### src/rtl/btn_cfg_sequencer_if.sv
// Button-event and committed-configuration bundle for btn_cfg_sequencer.
// The master drives debounced press pulses; the slave returns registered settings.
interface btn_cfg_sequencer_if #(
  parameter int unsigned FREQ_W = 16
);
  logic              ev_mode;
  logic              ev_ok;
  logic              ev_up;
  logic              ev_down;
  logic [1:0]        wave_sel;
  logic [FREQ_W-1:0] freq_word;
  logic [3:0]        amp;
  logic [1:0]        focus;
  logic              dirty;
  logic              cfg_valid;

  modport master (
    output ev_mode, ev_ok, ev_up, ev_down,
    input  wave_sel, freq_word, amp, focus, dirty, cfg_valid
  );

  modport slave (
    input  ev_mode, ev_ok, ev_up, ev_down,
    output wave_sel, freq_word, amp, focus, dirty, cfg_valid
  );
endinterface

### src/rtl/btn_cfg_sequencer.sv
// Front-panel settings sequencer: button pulses edit shadow waveform/frequency/amplitude
// fields and an explicit OK commits them to the registered outputs.
module btn_cfg_sequencer #(
  parameter int unsigned       FREQ_W    = 16,
  parameter logic [FREQ_W-1:0] FREQ_MIN  = 16'd10,
  parameter logic [FREQ_W-1:0] FREQ_MAX  = 16'd50000,
  parameter logic [FREQ_W-1:0] FREQ_INIT = 16'd1000,
  parameter logic [FREQ_W-1:0] STEP      = 16'd10,
  parameter logic [23:0]       ACCEL_WIN = 24'd5000000
) (
  input  logic                clk,
  input  logic                rst_n,
  btn_cfg_sequencer_if.slave  bus
);

  localparam int unsigned XW = FREQ_W + 3;

  typedef enum logic [1:0] {
    FOCUS_WAVE = 2'd0,
    FOCUS_FREQ = 2'd1,
    FOCUS_AMP  = 2'd2
  } focus_e;

  focus_e            state_q, state_d;
  logic [1:0]        wave_sh_q, wave_sh_d, wave_q, wave_d;
  logic [FREQ_W-1:0] freq_sh_q, freq_sh_d, freq_q, freq_d;
  logic [3:0]        amp_sh_q, amp_sh_d, amp_q, amp_d;
  logic              dirty_q, cfg_valid_q, cfg_valid_d;
  logic [23:0]       gap_q, gap_d;
  logic              last_up_q, last_up_d;

  logic              acc_mode, acc_ok, acc_up, acc_dn, freq_ev, accel;
  logic [XW-1:0]     step_x, sum_x, diff_x;
  logic [FREQ_W-1:0] freq_step;

  always_comb begin
    acc_mode = bus.ev_mode;
    acc_ok   = bus.ev_ok & ~bus.ev_mode;
    acc_up   = bus.ev_up & ~bus.ev_mode & ~bus.ev_ok;
    acc_dn   = bus.ev_down & ~bus.ev_mode & ~bus.ev_ok & ~bus.ev_up;
    freq_ev  = (state_q == FOCUS_FREQ) & (acc_up | acc_dn);

    // Repeated presses in the same direction inside the window move four times faster.
    accel  = (acc_up == last_up_q) && (gap_q < ACCEL_WIN);
    step_x = accel ? (XW'(STEP) << 2) : XW'(STEP);
    sum_x  = XW'(freq_sh_q) + step_x;
    diff_x = XW'(freq_sh_q) - step_x;
    if (acc_up) begin
      freq_step = (sum_x > XW'(FREQ_MAX)) ? FREQ_MAX : sum_x[FREQ_W-1:0];
    end else begin
      freq_step = (diff_x[XW-1] || (diff_x < XW'(FREQ_MIN))) ? FREQ_MIN : diff_x[FREQ_W-1:0];
    end

    state_d     = state_q;
    wave_sh_d   = wave_sh_q;
    freq_sh_d   = freq_sh_q;
    amp_sh_d    = amp_sh_q;
    wave_d      = wave_q;
    freq_d      = freq_q;
    amp_d       = amp_q;
    cfg_valid_d = 1'b0;
    last_up_d   = last_up_q;
    gap_d       = (gap_q < ACCEL_WIN) ? gap_q + 24'd1 : ACCEL_WIN;

    if (acc_mode) begin
      gap_d = ACCEL_WIN;
      case (state_q)
        FOCUS_WAVE: state_d = FOCUS_FREQ;
        FOCUS_FREQ: state_d = FOCUS_AMP;
        default:    state_d = FOCUS_WAVE;
      endcase
    end else if (acc_ok) begin
      if (dirty_q) begin
        wave_d      = wave_sh_q;
        freq_d      = freq_sh_q;
        amp_d       = amp_sh_q;
        cfg_valid_d = 1'b1;
      end
    end else if (acc_up || acc_dn) begin
      case (state_q)
        FOCUS_WAVE: wave_sh_d = acc_up ? wave_sh_q + 2'd1 : wave_sh_q - 2'd1;
        FOCUS_FREQ: begin
          freq_sh_d = freq_step;
          gap_d     = '0;
          // A pinned edit leaves the direction record alone.
          if (freq_step != freq_sh_q) last_up_d = acc_up;
        end
        default: begin
          if (acc_up && amp_sh_q != 4'd15) amp_sh_d = amp_sh_q + 4'd1;
          if (acc_dn && amp_sh_q != 4'd0)  amp_sh_d = amp_sh_q - 4'd1;
        end
      endcase
    end
  end

  always_ff @(posedge clk or negedge rst_n) begin
    if (!rst_n) begin
      state_q     <= FOCUS_WAVE;
      wave_sh_q   <= '0;
      freq_sh_q   <= FREQ_INIT;
      amp_sh_q    <= 4'd8;
      wave_q      <= '0;
      freq_q      <= FREQ_INIT;
      amp_q       <= 4'd8;
      dirty_q     <= 1'b0;
      cfg_valid_q <= 1'b0;
      gap_q       <= ACCEL_WIN;
      last_up_q   <= 1'b0;
    end else begin
      state_q     <= state_d;
      wave_sh_q   <= wave_sh_d;
      freq_sh_q   <= freq_sh_d;
      amp_sh_q    <= amp_sh_d;
      wave_q      <= wave_d;
      freq_q      <= freq_d;
      amp_q       <= amp_d;
      dirty_q     <= (wave_sh_d != wave_d) || (freq_sh_d != freq_d) || (amp_sh_d != amp_d);
      cfg_valid_q <= cfg_valid_d;
      gap_q       <= gap_d;
      last_up_q   <= last_up_d;
    end
  end

  assign bus.wave_sel  = wave_q;
  assign bus.freq_word = freq_q;
  assign bus.amp       = amp_q;
  assign bus.focus     = state_q;
  assign bus.dirty     = dirty_q;
  assign bus.cfg_valid = cfg_valid_q;

endmodule

### src/flat_wrapper.sv
// flat-port wrapper written by rule: the top's interface ports become plain ports
module btn_cfg_sequencer_flat 
#(
  parameter int unsigned       FREQ_W    = 16,
  parameter logic [FREQ_W-1:0] FREQ_MIN  = 16'd10,
  parameter logic [FREQ_W-1:0] FREQ_MAX  = 16'd50000,
  parameter logic [FREQ_W-1:0] FREQ_INIT = 16'd1000,
  parameter logic [FREQ_W-1:0] STEP      = 16'd10,
  parameter logic [23:0]       ACCEL_WIN = 24'd5000000
)
  (clk, rst_n, bus_ev_mode, bus_ev_ok, bus_ev_up, bus_ev_down, bus_wave_sel, bus_freq_word, bus_amp, bus_focus, bus_dirty, bus_cfg_valid);
  btn_cfg_sequencer_if #(.FREQ_W(FREQ_W)) bus_i ();
  input  logic clk;
  input  logic rst_n;
  input wire logic [$bits(bus_i.ev_mode)-1:0] bus_ev_mode;
  input wire logic [$bits(bus_i.ev_ok)-1:0] bus_ev_ok;
  input wire logic [$bits(bus_i.ev_up)-1:0] bus_ev_up;
  input wire logic [$bits(bus_i.ev_down)-1:0] bus_ev_down;
  output wire logic [$bits(bus_i.wave_sel)-1:0] bus_wave_sel;
  output wire logic [$bits(bus_i.freq_word)-1:0] bus_freq_word;
  output wire logic [$bits(bus_i.amp)-1:0] bus_amp;
  output wire logic [$bits(bus_i.focus)-1:0] bus_focus;
  output wire logic [$bits(bus_i.dirty)-1:0] bus_dirty;
  output wire logic [$bits(bus_i.cfg_valid)-1:0] bus_cfg_valid;
  assign bus_i.ev_mode = bus_ev_mode;
  assign bus_i.ev_ok = bus_ev_ok;
  assign bus_i.ev_up = bus_ev_up;
  assign bus_i.ev_down = bus_ev_down;
  assign bus_wave_sel = bus_i.wave_sel;
  assign bus_freq_word = bus_i.freq_word;
  assign bus_amp = bus_i.amp;
  assign bus_focus = bus_i.focus;
  assign bus_dirty = bus_i.dirty;
  assign bus_cfg_valid = bus_i.cfg_valid;
  btn_cfg_sequencer #(.FREQ_W(FREQ_W), .FREQ_MIN(FREQ_MIN), .FREQ_MAX(FREQ_MAX), .FREQ_INIT(FREQ_INIT), .STEP(STEP), .ACCEL_WIN(ACCEL_WIN)) u_core (.clk(clk), .rst_n(rst_n), .bus(bus_i));
endmodule
### config.mk
export PLATFORM = sky130hd
export DESIGN_NAME = btn_cfg_sequencer_flat
export DESIGN_NICKNAME = d
export VERILOG_FILES = /design/src/rtl/btn_cfg_sequencer_if.sv /design/src/rtl/btn_cfg_sequencer.sv /design/src/flat_wrapper.sv
export SDC_FILE = /design/constraint.sdc
export NUM_CORES = 1
export LEC_CHECK = 0
export CAP_MARGIN = 20
export CORE_MARGIN = 3
export CORE_UTILIZATION = 55
export CTS_BUF_LIST = sky130_fd_sc_hd__clkbuf_8
export CTS_CLUSTER_SIZE = 30
export DETAILED_ROUTE_END_ITERATION = 7
export GPL_TIMING_DRIVEN = 0
export PLACE_DENSITY_LB_ADDON = 0.08
export SYNTH_ARGS = -nofsm -noshare
export SYNTH_HDL_FRONTEND = slang
export SYNTH_SLANG_ARGS = --single-unit
export TNS_END_PERCENT = 5
### constraint.sdc
create_clock -name clk -period 4.88 [get_ports clk]
set_input_delay 0.732 -clock clk [delete_from_list [all_inputs] [get_ports clk]]
set_output_delay 0.732 -clock clk [all_outputs]
set_load 0.005 [all_outputs]
# Word-level counts from Yosys, hierarchy flattened
# Cells that the tools add are included.
# word_totals
regBits	73
in_bits	6
output_inout_bits	26
# classes
n_addsub	7
n_lt_le_gt_ge	3
eq_ne	7
muxes	37
n_bitwise	10
reduce_logical	11
# ops
op	count
16-bit two-way mux	10
24-bit two-way mux	5
4-bit two-way mux	9
16-bit != test	2
24-bit by 1-bit adder with 24-bit output, second input constant	1
24-bit by 23-bit < comparator with 1-bit output, second input constant	1
16-bit by 19-bit adder with 19-bit output	1
19-bit by 16-bit greater-than comparator with 1-bit output, second input constant	1
19-bit by 4-bit < comparator with 1-bit output, second input constant	1
16-bit by 19-bit subtractor with 19-bit output	1
2-bit two-way mux	8
1-bit AND	6
6-bit two-way mux	1
5-bit AND reduction	1
4-bit by 1-bit adder with 4-bit output, second input constant	1
1-bit logical OR	4
4-bit != test	1
4-bit != test, second input constant	1
1-bit inverter	4
2-bit one-hot mux with 2 select lines	1
4-bit nonzero test	1
4-bit by 1-bit subtractor with 4-bit output, second input constant	1
1-bit logical AND	3
1-bit two-way mux	3
7 further kinds	7

# Logic depth before layout (Yosys ltp)
# Gate-level depths: netlist of run 1.
# depth
ltp_word	18
depth_mapped	23

# Worst setup path before layout of run 1
# No wires, ideal clock.
# synth_timing
path_kind	input -> register
startpoint	in bus_ev_up
endpoint	reg u_core.dirty_q, in the netlist u_core.bus.dirty
setup_time_ps	133
arrival_time_ps	5303
setup_slack_ps	-556
stages	19
n_path_buf	3
path_cell_list	clkbuf_1 > nor3b_1 > clkbuf_1 > xnor2_1 > nand2_1 > ha_1 > ha_1 > clkbuf_1 > or2_2 > a21oi_1 > a2111oi_0 > nand4bb_1 > o31ai_2 > o211ai_4 > or4b_1 > a21boi_1 > a2111oi_2 > and4bb_1 > nand4_1
# synth_via
elab_chain_len	17
elab_cells_between_ends	38
cone_classes	add/sub: 2; order compare: 2; eq/ne: 4; mux: 19; bitwise: 4; reduce/logical: 7
# synth_lines
item	line_no	source
from (decl)	flat_wrapper.sv:17	input wire logic [$bits(bus_i.ev_up)-1:0] bus_ev_up;
1-bit AND (2 in a row)	btn_cfg_sequencer.sv:39	acc_up = bus.ev_up & ~bus.ev_mode & ~bus.ev_ok;
1-bit equality test	btn_cfg_sequencer.sv:44	accel = (acc_up == last_up_q) && (gap_q < ACCEL_WIN);
1-bit logical AND	btn_cfg_sequencer.sv:44	
6-bit two-way mux	btn_cfg_sequencer.sv:45	step_x = accel ? (XW'(STEP) << 2) : XW'(STEP);
16-bit by 19-bit subtractor with 19-bit output	btn_cfg_sequencer.sv:47	diff_x = XW'(freq_sh_q) - step_x;
19-bit by 4-bit < comparator with 1-bit output	btn_cfg_sequencer.sv:51	freq_step = (diff_x[XW-1] || (diff_x < XW'(FREQ_MIN))) ? FREQ_MIN : diff_x[FREQ_W-1:0];
1-bit logical OR	btn_cfg_sequencer.sv:51	
16-bit two-way mux	btn_cfg_sequencer.sv:51	
16-bit two-way mux	btn_cfg_sequencer.sv:48	if (acc_up) begin
16-bit two-way mux	btn_cfg_sequencer.sv:80	case (state_q)
16-bit two-way mux	btn_cfg_sequencer.sv:79	end else if (acc_up || acc_dn) begin
16-bit two-way mux	btn_cfg_sequencer.sv:72	end else if (acc_ok) begin
16-bit two-way mux	btn_cfg_sequencer.sv:65	if (acc_mode) begin
16-bit != test	btn_cfg_sequencer.sv:117	dirty_q <= (wave_sh_d != wave_d) || (freq_sh_d != freq_d) || (amp_sh_d != amp_d);
1-bit logical OR	btn_cfg_sequencer.sv:117	
1-bit logical OR (*)	btn_cfg_sequencer.sv:117	
to (signal assigned)	btn_cfg_sequencer.sv:117	
to (decl)	btn_cfg_sequencer.sv:28	logic dirty_q, cfg_valid_q, cfg_valid_d;
# Every way passes the cells marked *; elsewhere a longest branch is shown, timed or not.
# A chain may end at the register's enable or synchronous reset.

# Final worst setup path of run 1
# layout_timing
startpoint	in bus_ev_ok
endpoint	reg u_core.dirty_q, in the netlist u_core.bus.dirty
# layout_via
elab_chain_len	17
elab_cells_between_ends	45
cone_classes	add/sub: 2; order compare: 2; eq/ne: 4; mux: 25; bitwise: 5; reduce/logical: 7
# layout_lines
item	line_no	source
from (decl)	flat_wrapper.sv:16	input wire logic [$bits(bus_i.ev_ok)-1:0] bus_ev_ok;
1-bit inverter	btn_cfg_sequencer.sv:39, btn_cfg_sequencer.sv:40	
1-bit AND	btn_cfg_sequencer.sv:39	
1-bit equality test	btn_cfg_sequencer.sv:44	
1-bit logical AND	btn_cfg_sequencer.sv:44	
6-bit two-way mux	btn_cfg_sequencer.sv:45	
16-bit by 19-bit subtractor with 19-bit output	btn_cfg_sequencer.sv:47	
19-bit by 4-bit < comparator with 1-bit output	btn_cfg_sequencer.sv:51	
1-bit logical OR	btn_cfg_sequencer.sv:51	
16-bit two-way mux	btn_cfg_sequencer.sv:51	
16-bit two-way mux	btn_cfg_sequencer.sv:48	
16-bit two-way mux	btn_cfg_sequencer.sv:80	
16-bit two-way mux	btn_cfg_sequencer.sv:79	
16-bit two-way mux (*)	btn_cfg_sequencer.sv:72	
16-bit two-way mux (*)	btn_cfg_sequencer.sv:65	
net u_core.freq_sh_d[12]	btn_cfg_sequencer.sv:26	logic [FREQ_W-1:0] freq_sh_q, freq_sh_d, freq_q, freq_d;
16-bit != test (*)	btn_cfg_sequencer.sv:117	
1-bit logical OR (*) (2 in a row)	btn_cfg_sequencer.sv:117	
# The timed path passes the listed nets; every way through them passes the cells marked *.

==> metrics.txt, run 1 <==
status=complete, but fails checks; failing checks=setup timing; mux cell area share after synthesis=0.0335; Async SR Flop Fraction=1.00; final hold violation count=0; Post-synth top cells=nand2_1, dfrtp_1, nor2_1; CP endpoint=u_core.bus.dirty; Adder-Cell Fraction of Synth Area=0.0206; # nets final=721; worst rel slew slack=0.499; wire length per cell=21.6 um; antenna viol nets, final=0; Mapped Cells=648; hold buffers post-CTS=0; worst-margin pin slew=0.740 ns; full die area=11200 um2; internal power=2020 uW; clock share of power=0.108; TritonCTS clock tree=yes; Max FO, Critical Path=10; simple-gate portion of the synthesized area=0.249; grt peak-use layer=met2; Final Util=0.692; largest cells by area after synthesis=dfrtp_1, dfstp_2, xnor2_1, nand2_1, xor2_1; first-pass GRT wire length=28800 um; CTS Buf Count=9; Post-synth top flop=dfrtp_1; remaining global-route overflow=0; Synth Register Bits=73; Num Clock Sinks=73; root buf cell=clkbuf_8; Inserted Diodes=0; Pwr per Cell Area=599 nW/um2; DP HPWL=13000 um; M3 GR Usage=0.0643; WS Path Type=primary input to flop; Final Cycle Share=1.09; Post-Syn Area per Cell=8.42 um2; total of max-cap violations=0; synthesis-to-layout area growth=20.0%; Startpoint Class=primary input; core area=9460 um2; grt met1 use=0.449; synth unique cells=87; Placement Rows=35; RSZ-0062 raised after global routing=yes; CTS H-tree depth=3; I/O pin count=32; setup violators final=2; final RePlAce weighted congestion=0.991; dominant cell by count in the synthesized netlist=nand2_1; flop2flop setup slack=-0.43 ns; DR vias/cell=6.63; clk slew on worst S/H paths=0.08 ns; Seq/Total Area, Yosys=0.340; layout cell share with drive strength beyond 1=0.185; initial antenna violation count=0; final max-slew violation count=0; reg2reg path depth=21; Post-Place Cells=807; reg2reg start=u_core.gap_q[7]; Worst Hold Class=primary input to async pin; Total GRT Usage=0.328; skew final=0.0142 ns; total number of yosys warnings=0; Residual DRC=0; Clock Path Buffers=2; P_leak=0.00253 uW; XOR/XNOR Fraction of Synth Area=0.0834; final wirelength=18100 um; Tmin final=5.33 ns; pin count of the biggest net entering global routing=73; IO buf count=29; maximum clock rate=188 MHz; 1st-iter DRT viols=672; VDD IR max=0.371 mV; Seq pwr share=0.249; Die Span Y=106 um; critical path arrival=5.50 ns; die width=106 um; CP Capture Type=flop; number of global-route vias before repair=5183; Psw=1900 uW; synthesized area=5460 um2; Post-synth EDFFs=0; Worst EP required=5.05 ns; largest family of logic cells by synthesized area=simple AND/OR/NAND/NOR gates; first drt pass iteration count=5; GR Layer Usage met2=0.520; switch share=0.485; area leader, netlist=dfrtp_1; Clk Latency, worst-skew pair=0.36 ns; Reg2Reg Capture Point=u_core.bus.dirty; syn nets=663; fillcell total=785; Synth top area share=0.234; via count=5566; Logic pwr share=0.643; complex-gate fraction of the synthesized area=0.228; start point of the critical path=bus_ev_ok; Initial Utilization=0.577; post-route worst setup slack=-0.446 ns; Layout Cells excl Fill=839
## critical path: stages
cell	delay, ns
clkdlybuf4s50_1	0.51
nor3b_4	0.27
clkbuf_8	0.17
xnor2_1	0.09
nand2_4	0.14
inv_1	0.06
ha_2	0.24
or3b_2	0.47
nor4_1	0.46
a21oi_1	0.11
o22ai_1	0.32
o31a_1	0.24
buf_2	0.26
o21ai_0	0.13
a21o_1	0.23
xor2_1	0.19
a2111oi_2	0.35
and4bb_1	0.30
nand4_1	0.22
## worst min path at each step
stage / endpoint / slack (ns)
2_1_floorplan: u_core.amp_sh_q[0] / 0.44
6_report: u_core.bus.amp[1] / 0.16
3_3_place_gp: u_core.gap_q[0] / 0.48
4_1_cts: u_core.bus.amp[1] / 0.16
5_1_grt: u_core.bus.amp[1] / 0.15
3_5_place_dp: u_core.gap_q[0] / 0.49
## flip-flops by register name, indices dropped and copies added, names as in the netlist, 2 cells and up
name and count:
u_core.amp_sh_q 4, u_core.gap_q 24, u_core.wave_sh_q 2, u_core.bus.wave_sel 2, u_core.bus.freq_word 16, u_core.freq_sh_q 16, u_core.bus.focus 2, u_core.bus.amp 4
## layout make-up
type                       instances  area [um2]  share of cell area
buffer                            39         194              0.0296
clock buffer                      10         138              0.0210
clock inverter                     5        20.0             0.00306
inverter                          20        75.1              0.0115
multi-input combinational        513        3640               0.556
sequential                        73        1850               0.283
tap                              129         161              0.0246
timing repair buffer              50         465              0.0711
## metal layers
layer	share of wire	vias up
li1	-	2492
met2	0.46	354
met1	0.41	2654
met3	0.097	66
met5	0	-
met4	0.033	0
## placed cells by master, fill, tap and decap left out, drive strengths merged, types with 8 or more instances in the layout
cell type / instances
dfstp: 22
nor2: 51
buf: 34
nor2b: 10
nor4: 11
nand2b: 8
a2111oi: 10
mux2: 10
clkbuf: 37
o31ai: 8
xor2: 25
ha: 9
clkdlybuf4s50: 28
and2: 14
inv: 23
a211oi: 8
a21oi: 28
nor3: 26
xnor2: 27
nand2: 63
o211ai: 10
dfrtp: 51
nand3: 24
o21ai: 45
o21a: 8
## stage by stage
| stage | power, uW | setup TNS (ns) | worst slack [ns] | cell area, um2 | hold WS (ns) |
|---|---|---|---|---|---|
| 2_1_floorplan | 2410 | 0 | 0.00783 | 5500 | 0.436 |
| 3_3_place_gp | 3070 | -16.61 | -1.99 | 5950 | 0.482 |
| 3_5_place_dp | 3100 | -15.73 | -1.91 | 5970 | 0.491 |
| 4_1_cts | 3800 | -0.693 | -0.371 | 6490 | 0.158 |
| 5_1_grt | 4130 | -1.15 | -0.586 | 6550 | 0.153 |
| 6_report | 3920 | -0.837 | -0.446 | 6550 | 0.160 |
## timing repair
action,in CTS,in global routing
endpoints found under the hold margin,0,0
resized for setup,54,9
setup buffers,18,2
pin swaps,20,5
endpoints found under the setup margin,16,3
## power groups by stage
stage               combinational [uW]  clock [uW]  sequential, uW
floorplan                         1480           0             921
global placement                  2110           0             958
detailed placement                2130           0             966
CTS                               2400         428             968
global route                      2680         451             993
finish                            2520         423             977
## cells by family after synthesis
logic type / after synthesis
and+or+nand+nor: 258
AOI/OAI and AO/OA: 176
DFF: 73
buffers and inverters: 62
xor gates and xnor gates: 52
muxes: 17
adders and majority gates: 9
other: 1
(Power assumes the default switching activity.)
==> inputs of run 2 (changes only) <==
- ABC_CLOCK_PERIOD_IN_PS: unset -> 4880
==> results of run 2 <==
Final layout, timing and power as in run 1 (identical DEF).
